--- src/rtl/ultrasonic_ranger.sv ---
// Ultrasonic ranger: periodic trigger pulse, echo-width measurement in cm,
// timeout detection. Time base is a free-running 1 us prescaler tick.
module ultrasonic_ranger #(
  parameter int CLK_DIV    = 50,
  parameter int TRIG_US    = 10,
  parameter int PERIOD_US  = 60000,
  parameter int TIMEOUT_US = 30000,
  parameter int US_PER_CM  = 58
) (
  input  logic       clk,
  input  logic       rst_n,
  input  logic       en,
  input  logic       echo,
  output logic       trig,
  output logic [9:0] distance,
  output logic       dist_valid,
  output logic       timeout
);

  localparam int PRE_W = $clog2(CLK_DIV + 1);
  localparam int PER_W = $clog2(PERIOD_US + 1);
  localparam int TRG_W = $clog2(TRIG_US + 1);
  localparam int TMO_W = $clog2(TIMEOUT_US + 1);
  localparam int SUB_W = $clog2(US_PER_CM + 1);

  localparam logic [PRE_W-1:0] PRE_LAST = PRE_W'(CLK_DIV - 1);
  localparam logic [PER_W-1:0] PER_MAX  = PER_W'(PERIOD_US);
  localparam logic [PER_W-1:0] PER_LAST = PER_W'(PERIOD_US - 1);
  localparam logic [TRG_W-1:0] TRG_LAST = TRG_W'(TRIG_US - 1);
  localparam logic [TMO_W-1:0] TMO_MAX  = TMO_W'(TIMEOUT_US);
  localparam logic [TMO_W-1:0] TMO_LAST = TMO_W'(TIMEOUT_US - 1);
  localparam logic [SUB_W-1:0] SUB_LAST = SUB_W'(US_PER_CM - 1);
  localparam logic [9:0]       CM_MAX   = 10'd1023;

  typedef enum logic [2:0] {
    IDLE      = 3'd0,
    TRIG      = 3'd1,
    WAIT_ECHO = 3'd2,
    MEASURE   = 3'd3,
    DONE      = 3'd4
  } state_e;

  state_e           state_q, state_d;
  logic [PRE_W-1:0] pre_q, pre_d;
  logic [PER_W-1:0] per_q, per_d;
  logic [TRG_W-1:0] trg_q, trg_d;
  logic [TMO_W-1:0] tmo_q, tmo_d;
  logic [SUB_W-1:0] sub_q, sub_d;
  logic [9:0]       cm_q, cm_d;
  logic             to_flag_q, to_flag_d;
  logic [2:0]       sync_q, sync_d;
  logic             trig_q, trig_d;
  logic [9:0]       distance_q, distance_d;
  logic             dist_valid_q, dist_valid_d;
  logic             timeout_q, timeout_d;

  logic us_tick, per_done, tmo_exp, echo_rise, echo_fall;

  // sync_q[1] is the synchronized echo, sync_q[2] its previous value
  always_comb begin
    sync_d    = {sync_q[1:0], echo};
    echo_rise = sync_q[1] & ~sync_q[2];
    echo_fall = ~sync_q[1] & sync_q[2];
    us_tick   = (pre_q == PRE_LAST);
    pre_d     = us_tick ? '0 : pre_q + 1'b1;
  end

  // A saturated period counter lets a late en trigger on the next IDLE cycle;
  // otherwise the trigger lands on the PERIOD_US-th tick since the last one.
  always_comb begin
    per_done = (per_q == PER_MAX) || (us_tick && per_q == PER_LAST);
    tmo_exp  = us_tick && (tmo_q == TMO_LAST);
  end

  always_comb begin
    state_d      = state_q;
    per_d        = per_q;
    trg_d        = trg_q;
    tmo_d        = tmo_q;
    sub_d        = sub_q;
    cm_d         = cm_q;
    to_flag_d    = to_flag_q;
    trig_d       = trig_q;
    distance_d   = distance_q;
    timeout_d    = timeout_q;
    dist_valid_d = 1'b0;

    if (us_tick && per_q != PER_MAX) per_d = per_q + 1'b1;

    case (state_q)
      IDLE: begin
        if (per_done && en) begin
          per_d     = '0;
          trg_d     = '0;
          to_flag_d = 1'b0;
          trig_d    = 1'b1;
          state_d   = TRIG;
        end
      end
      TRIG: begin
        if (us_tick) begin
          if (trg_q == TRG_LAST) begin
            trig_d  = 1'b0;
            tmo_d   = '0;
            state_d = WAIT_ECHO;
          end else begin
            trg_d = trg_q + 1'b1;
          end
        end
      end
      WAIT_ECHO: begin
        if (us_tick && tmo_q != TMO_MAX) tmo_d = tmo_q + 1'b1;
        if (tmo_exp) begin
          to_flag_d = 1'b1;
          state_d   = DONE;
        end else if (echo_rise) begin
          cm_d    = '0;
          sub_d   = '0;
          state_d = MEASURE;
        end
      end
      MEASURE: begin
        if (us_tick && tmo_q != TMO_MAX) tmo_d = tmo_q + 1'b1;
        // The tick in the falling-edge cycle still counts, so MEASURE covers
        // exactly the echo width regardless of prescaler phase.
        if (us_tick) begin
          if (sub_q == SUB_LAST) begin
            sub_d = '0;
            if (cm_q != CM_MAX) cm_d = cm_q + 1'b1;
          end else begin
            sub_d = sub_q + 1'b1;
          end
        end
        if (echo_fall) begin
          to_flag_d = 1'b0;
          state_d   = DONE;
        end else if (tmo_exp) begin
          to_flag_d = 1'b1;
          state_d   = DONE;
        end
      end
      DONE: begin
        distance_d   = to_flag_q ? CM_MAX : cm_q;
        timeout_d    = to_flag_q;
        dist_valid_d = 1'b1;
        state_d      = IDLE;
      end
      default: state_d = IDLE;
    endcase
  end

  always_ff @(posedge clk or negedge rst_n) begin
    if (!rst_n) begin
      state_q      <= IDLE;
      pre_q        <= '0;
      per_q        <= '0;
      trg_q        <= '0;
      tmo_q        <= '0;
      sub_q        <= '0;
      cm_q         <= '0;
      to_flag_q    <= 1'b0;
      sync_q       <= '0;
      trig_q       <= 1'b0;
      distance_q   <= '0;
      dist_valid_q <= 1'b0;
      timeout_q    <= 1'b0;
    end else begin
      state_q      <= state_d;
      pre_q        <= pre_d;
      per_q        <= per_d;
      trg_q        <= trg_d;
      tmo_q        <= tmo_d;
      sub_q        <= sub_d;
      cm_q         <= cm_d;
      to_flag_q    <= to_flag_d;
      sync_q       <= sync_d;
      trig_q       <= trig_d;
      distance_q   <= distance_d;
      dist_valid_q <= dist_valid_d;
      timeout_q    <= timeout_d;
    end
  end

  assign trig       = trig_q;
  assign distance   = distance_q;
  assign dist_valid = dist_valid_q;
  assign timeout    = timeout_q;

endmodule

--- config.mk ---
export PLATFORM = sky130hd
export DESIGN_NAME = ultrasonic_ranger
export DESIGN_NICKNAME = d
export VERILOG_FILES = /design/src/rtl/ultrasonic_ranger.sv
export SDC_FILE = /design/constraint.sdc
export NUM_CORES = 1
export LEC_CHECK = 0
export ABC_AREA = 1
export BUFFER_PORTS_ARGS = -buffer_cell sky130_fd_sc_hd__buf_2
export CORE_UTILIZATION = 67
export CTS_CLUSTER_DIAMETER = 60
export DETAILED_ROUTE_END_ITERATION = 8
export PLACE_DENSITY = 0.94
export SLEW_MARGIN = 20
export SYNTH_ARGS = -nofsm -noshare
export SYNTH_HDL_FRONTEND = slang
export SYNTH_SLANG_ARGS = --single-unit
--- constraint.sdc ---
create_clock -name clk -period 4.3 [get_ports clk]
set_input_delay 0.86 -clock clk [delete_from_list [all_inputs] [get_ports clk]]
set_output_delay 0.86 -clock clk [all_outputs]
set_load 0.01 [all_outputs]
# Word-level counts from Yosys, hierarchy flattened
# Cells that the tools add are included.
dict set report word_totals {
  elab_cells 108
  register_bits 77
  output_inout_bits 13
  input_bits 4
}
dict set report op_classes {
  muxes 41
  n_bitwise 4
  add_sub_neg 6
  reduce_logical 19
  n_eq_ne 25
}
# op n
set op_table {}
lappend op_table {{two-way mux 10 bit} 6}
lappend op_table {{two-way mux 16 bit} 3}
lappend op_table {{two-way mux 15 bit} 3}
lappend op_table {{== test 16 bit (second input constant)} 2}
lappend op_table {{two-way mux 6 bit} 5}
lappend op_table {{case mux 15 bit (2 select lines)} 1}
lappend op_table {{two-way mux 3 bit} 7}
lappend op_table {{case mux 10 bit (2 select lines)} 1}
lappend op_table {{!= test 2 bit (second input constant)} 9}
lappend op_table {{adder 16 x 1 -> 16 bit (second input constant)} 1}
lappend op_table {{!= test 16 bit (second input constant)} 1}
lappend op_table {{AND reduction 4 bit} 4}
lappend op_table {{adder 15 x 1 -> 15 bit (second input constant)} 1}
lappend op_table {{== test 15 bit (second input constant)} 1}
lappend op_table {{!= test 15 bit (second input constant)} 1}
lappend op_table {{adder 6 x 1 -> 6 bit (second input constant)} 2}
lappend op_table {{== test 6 bit (second input constant)} 2}
lappend op_table {{two-way mux 4 bit} 3}
lappend op_table {{case mux 3 bit (4 select lines)} 1}
lappend op_table {{case mux 6 bit (2 select lines)} 1}
lappend op_table {{adder 10 x 1 -> 10 bit (second input constant)} 1}
lappend op_table {{!= test 10 bit (second input constant)} 1}
lappend op_table {{case mux 4 bit (2 select lines)} 1}
lappend op_table {{two-way mux 1 bit} 7}
lappend op_table {{20 further kinds} 30}

# Longest topological paths before layout
dict set report logic_depth {
  depth_word 6
  ltp_mapped 12
  mapped_depth_nobuf 12
}

# Worst setup path after synthesis
# No wires, ideal clock.
dict set report synth_path {
  path_kind {register to register}
  start {register tmo_q[0]}
  end {register cm_q[0]}
  path_buffers 1
  path_stages_with_launch 10
  arrival_ps 1459
  required_time_ps 4183
  slack_ps 2723
  setup_time_ps 117
  cell_sequence {dfrtp_1 -> ha_1 -> nand3_2 -> nor2_1 -> nand4_1 -> nand2_1 -> nor2_4 -> buf_6 -> nand3_1 -> nand2_1}
}
dict set report synth_via {
  elab_chain_cells 4
}
# item line_no
set synth_lines {}
lappend synth_lines {{start, declared} 47} ;# logic [TMO_W-1:0] tmo_q, tmo_d;
lappend synth_lines {{start signal, assigned} 172} ;# tmo_q <= tmo_d;
lappend synth_lines {{== test 15 bit} 72} ;# tmo_exp = us_tick && (tmo_q == TMO_LAST);
lappend synth_lines {{logical AND 1 bit} 72}
lappend synth_lines {{!= test 2 bit (no line)} n/a}
lappend synth_lines {{AND reduction 6 bit (no line)} n/a}
lappend synth_lines {{end signal, assigned} 174} ;# cm_q <= cm_d;
lappend synth_lines {{end, declared} 49} ;# logic [9:0] cm_q, cm_d;
# Every way passes these cells.
# A chain may end at the register's enable or synchronous reset.

# Final worst setup path
dict set report layout_path {
  start {register pre_q[1]}
  end {register cm_q[0]}
}
dict set report layout_via {
  elab_chain_cells 4
}
# item line_no
set layout_lines {}
lappend layout_lines {{start, declared} 44} ;# logic [PRE_W-1:0] pre_q, pre_d;
lappend layout_lines {{start signal, assigned} 169} ;# pre_q <= pre_d;
lappend layout_lines {{== test 6 bit (*)} 64} ;# us_tick = (pre_q == PRE_LAST);
lappend layout_lines {{logical AND 1 bit} 72}
lappend layout_lines {{!= test 2 bit (no line)} n/a}
lappend layout_lines {{AND reduction 6 bit (no line) (*)} n/a}
# Every way passes the cells marked *; elsewhere a longest branch is shown, timed or not.

==> impl_metrics.tcl <==
set metrics [dict create \
    ff2ff_setup_slack_ns 2.15 \
    gp_congestion 0.893 \
    insertion_delay_ns 0.36 \
    crit_start "pre_q[1]$_DFF_PN0_" \
    cts_tree "built" \
    grt_max_degree 78 \
    dr.pass1.iters 9 \
    grt_pass1_wl_um 16700 \
    ys_ff_latch 77 \
    die-area_um2 7120 \
    status "finished with violations" \
    viasPerCell 5.71 \
    row_count 29 \
    crit_fanout 18 \
    yosys-top-cells-area "dfrtp_1 (42%), nand2_1 (12%), inv_1 (6.4%)" \
    busiest_layer "met2" \
    postPlaceCellArea_um2 4660 \
    ys_types 37 \
    use_met2_pct 50.5 \
    clkTransAtPathRegs_ns 0.09 \
    pin_count 17 \
    tns_ns 0 \
    ys.flop_type "dfrtp_1" \
    drv_slew 0 \
    cp.required_ns 4.55 \
    post_drt_wl_per_cell_um 13.5 \
    grt_pass1_vias 3885 \
    critPathKind "flop to flop" \
    maxCapViolCount 0 \
    hold_viol 0 \
    layout-drive-gt1-share_pct 12.2 \
    yosysTopAreaCellShare_pct 42.4 \
    remaining_drc_errors 4 \
    multi_input_area_um2 2230 \
    area_growth_pct 7.16 \
    fill_cells 443 \
    dp_hpwl_um 6410 \
    regArea_um2 1930 \
    tightestPinTransition_ns 0.920 \
    synthCells 600 \
    p_leak_nw 2.44 \
    grt_usage_pct 29.2 \
    antenna_found_initial 0 \
    max_slew_margin_pct 38.7 \
    reg2regPathDepth 11 \
    worstSetupEndpointType "flop" \
    fin_area_um2 4870 \
    cts.sinks 77 \
    hold_buffers 0 \
    initial_core_util_pct 70.4 \
    post-route-min-period_ns 2.15 \
    cts_setup_buffers 0 \
    synthesis.area_um2 4550 \
    final-setup-viol-count 0 \
    avgSynthCellArea_um2 7.58 \
    first_iter_violations 258 \
    root_buffer "clkbuf_8" \
    synth_seq_area_share_pct 42.4 \
    antennaDiodeCount 0 \
    yosysMostFrequentCell "nand2_1" \
    die_h_um 84.4 \
    final.setup_skew_ns 0.0114 \
    synth_top_cell_by_area "dfrtp_1" \
    min_from "sync_q[0]$_DFF_PN0_" \
    numCtsBuffers 9 \
    hold_path_class "flop to flop" \
    violations "DRC" \
    core_um2 6460 \
    r2r-end "cm_q[0]$_DFFE_PN0P_" \
    die_w_um 84.4 \
    postRouteAntennaNets 0 \
    num_vias 4001 \
    ir_drop_v 0.000207 \
    worstPathArrival_ns 2.39 \
    grtUsageMet3_pct 4.23 \
    async_flop_share_pct 100 \
    grt_util_met1_pct 36.2 \
    p_per_area_nw_per_um2 340 \
    synth_edf_count 0 \
    wl_um 9480 \
    syn-num-nets 615 \
    clock.fmax_mhz 466 \
    grt-ovfl-total 0 \
    cts_buffer_depth 2 \
    final_nets 634 \
    worstSetupStartpointType "flop" \
    p_total_mw 1.66 \
    post-route-period-util_pct 49.9 \
    post_cts_resized 0 \
    cts-htree-levels 3 \
    synthTopCellsByCount "nand2_1 (142), dfrtp_1 (77), inv_1 (77), nor2_1 (77), nand3_1 (50)" \
    yosys_warnings 0 \
    r2r_start "pre_q[1]$_DFF_PN0_" \
    io_buffer_count 16 \
    endpoint "cm_q[0]$_DFFE_PN0P_" \
    rsz0062_at_grt "no" \
]
-- worst max-delay path: stages, from the launching register on --
cell and delay, ns:
dfrtp_1 0.42, inv_1 0.07, ha_1 0.15, nand3_2 0.08, nor2_4 0.32, inv_2 0.14, nand2_1 0.09, nand2_1 0.09
nor2_4 0.39, inv_1 0.14, nand2_1 0.08, nand2_1 0.07
-- per-stage QoR --
step	util [%]	setup WS, ns	std cells	hold WS, ns
4_1_cts	75.4	2.19	701	0.368
3_5_place_dp	72.2	2.22	685	0.347
2_1_floorplan	-	2.72	600	0.331
5_1_grt	75.4	1.99	701	0.372
6_report	75.4	2.15	701	0.364
3_3_place_gp	72.2	2.35	685	0.338
-- power by group --
part           internal, mW  total, mW  switching [mW]
Combinational        0.0987      0.236           0.137
Clock                 0.277      0.572           0.295
Sequential            0.792      0.847          0.0550
Total                  1.17       1.66           0.487
-- cell usage in the layout (no fill, tap or decap), types with 6 or more instances in the layout --
cell type	instances
buf_2	15
dfrtp_1	77
o21ai_1	6
nor3_1	12
o21ai_2	9
xor2_1	19
inv_1	77
nand4_1	25
nand3_2	6
clkbuf_8	9
nor2_1	77
o21ai_0	18
nand2_1	142
nand3_1	50
ha_1	11
inv_2	7
a21oi_1	22
-- sequential cells by signal, indices dropped and copies added, names as in the netlist --
signal / count
per_q: 16
trig: 1
timeout: 1
cm_q: 10
trg_q: 4
sync_q: 3
sub_q: 6
distance: 10
to_flag_q: 1
state_q: 3
tmo_q: 15
dist_valid: 1
pre_q: 6
-- cell families (layout without fill, tap and decap cells) --
logic type                 Yosys count  count (layout)  share of synthesized area [%]
xor gates and xnor gates            22              22                           4.24
DFF                                 77              77                           42.4
AOI/OAI and AO/OA                   64              64                           8.48
adders and majority gates           11              11                           3.03
and+or+nand+nor                    332             332                           33.4
buffers and inverters               94             118                           8.51
-- how the worst min path moves through the flow --
| stage | cells past startpoint | to |
|---|---|---|
| final | 0 | sync_q[1]$_DFF_PN0_ |
| after global routing | 0 | sync_q[1]$_DFF_PN0_ |
| after CTS | 0 | sync_q[1]$_DFF_PN0_ |
| after detailed placement | 0 | sync_q[1]$_DFF_PN0_ |
| after global placement | 0 | sync_q[1]$_DFF_PN0_ |
| after floorplan | 0 | sync_q[1]$_DFF_PN0_ |
-- area by class of cell --
cell class,instances,share of cell area (%)
clock inverters,7,1.70
flip-flops and latches,77,39.6
multi-input cells,429,45.8
clock buffers,9,2.54
repair buffers,17,1.85
well taps,77,1.98
inverters,85,6.55
-- routing by layer --
layer / share of wire [%] / vias to the layer above / wire length [um]
met5: 0 / - / 0
met4: 2.5 / 0 / 236
met3: 4.7 / 24 / 446
met2: 50 / 139 / 4720
met1: 43 / 1865 / 4080
li1: - / 1973 / -
No activity file was read; power rests on OpenSTA's default activity.
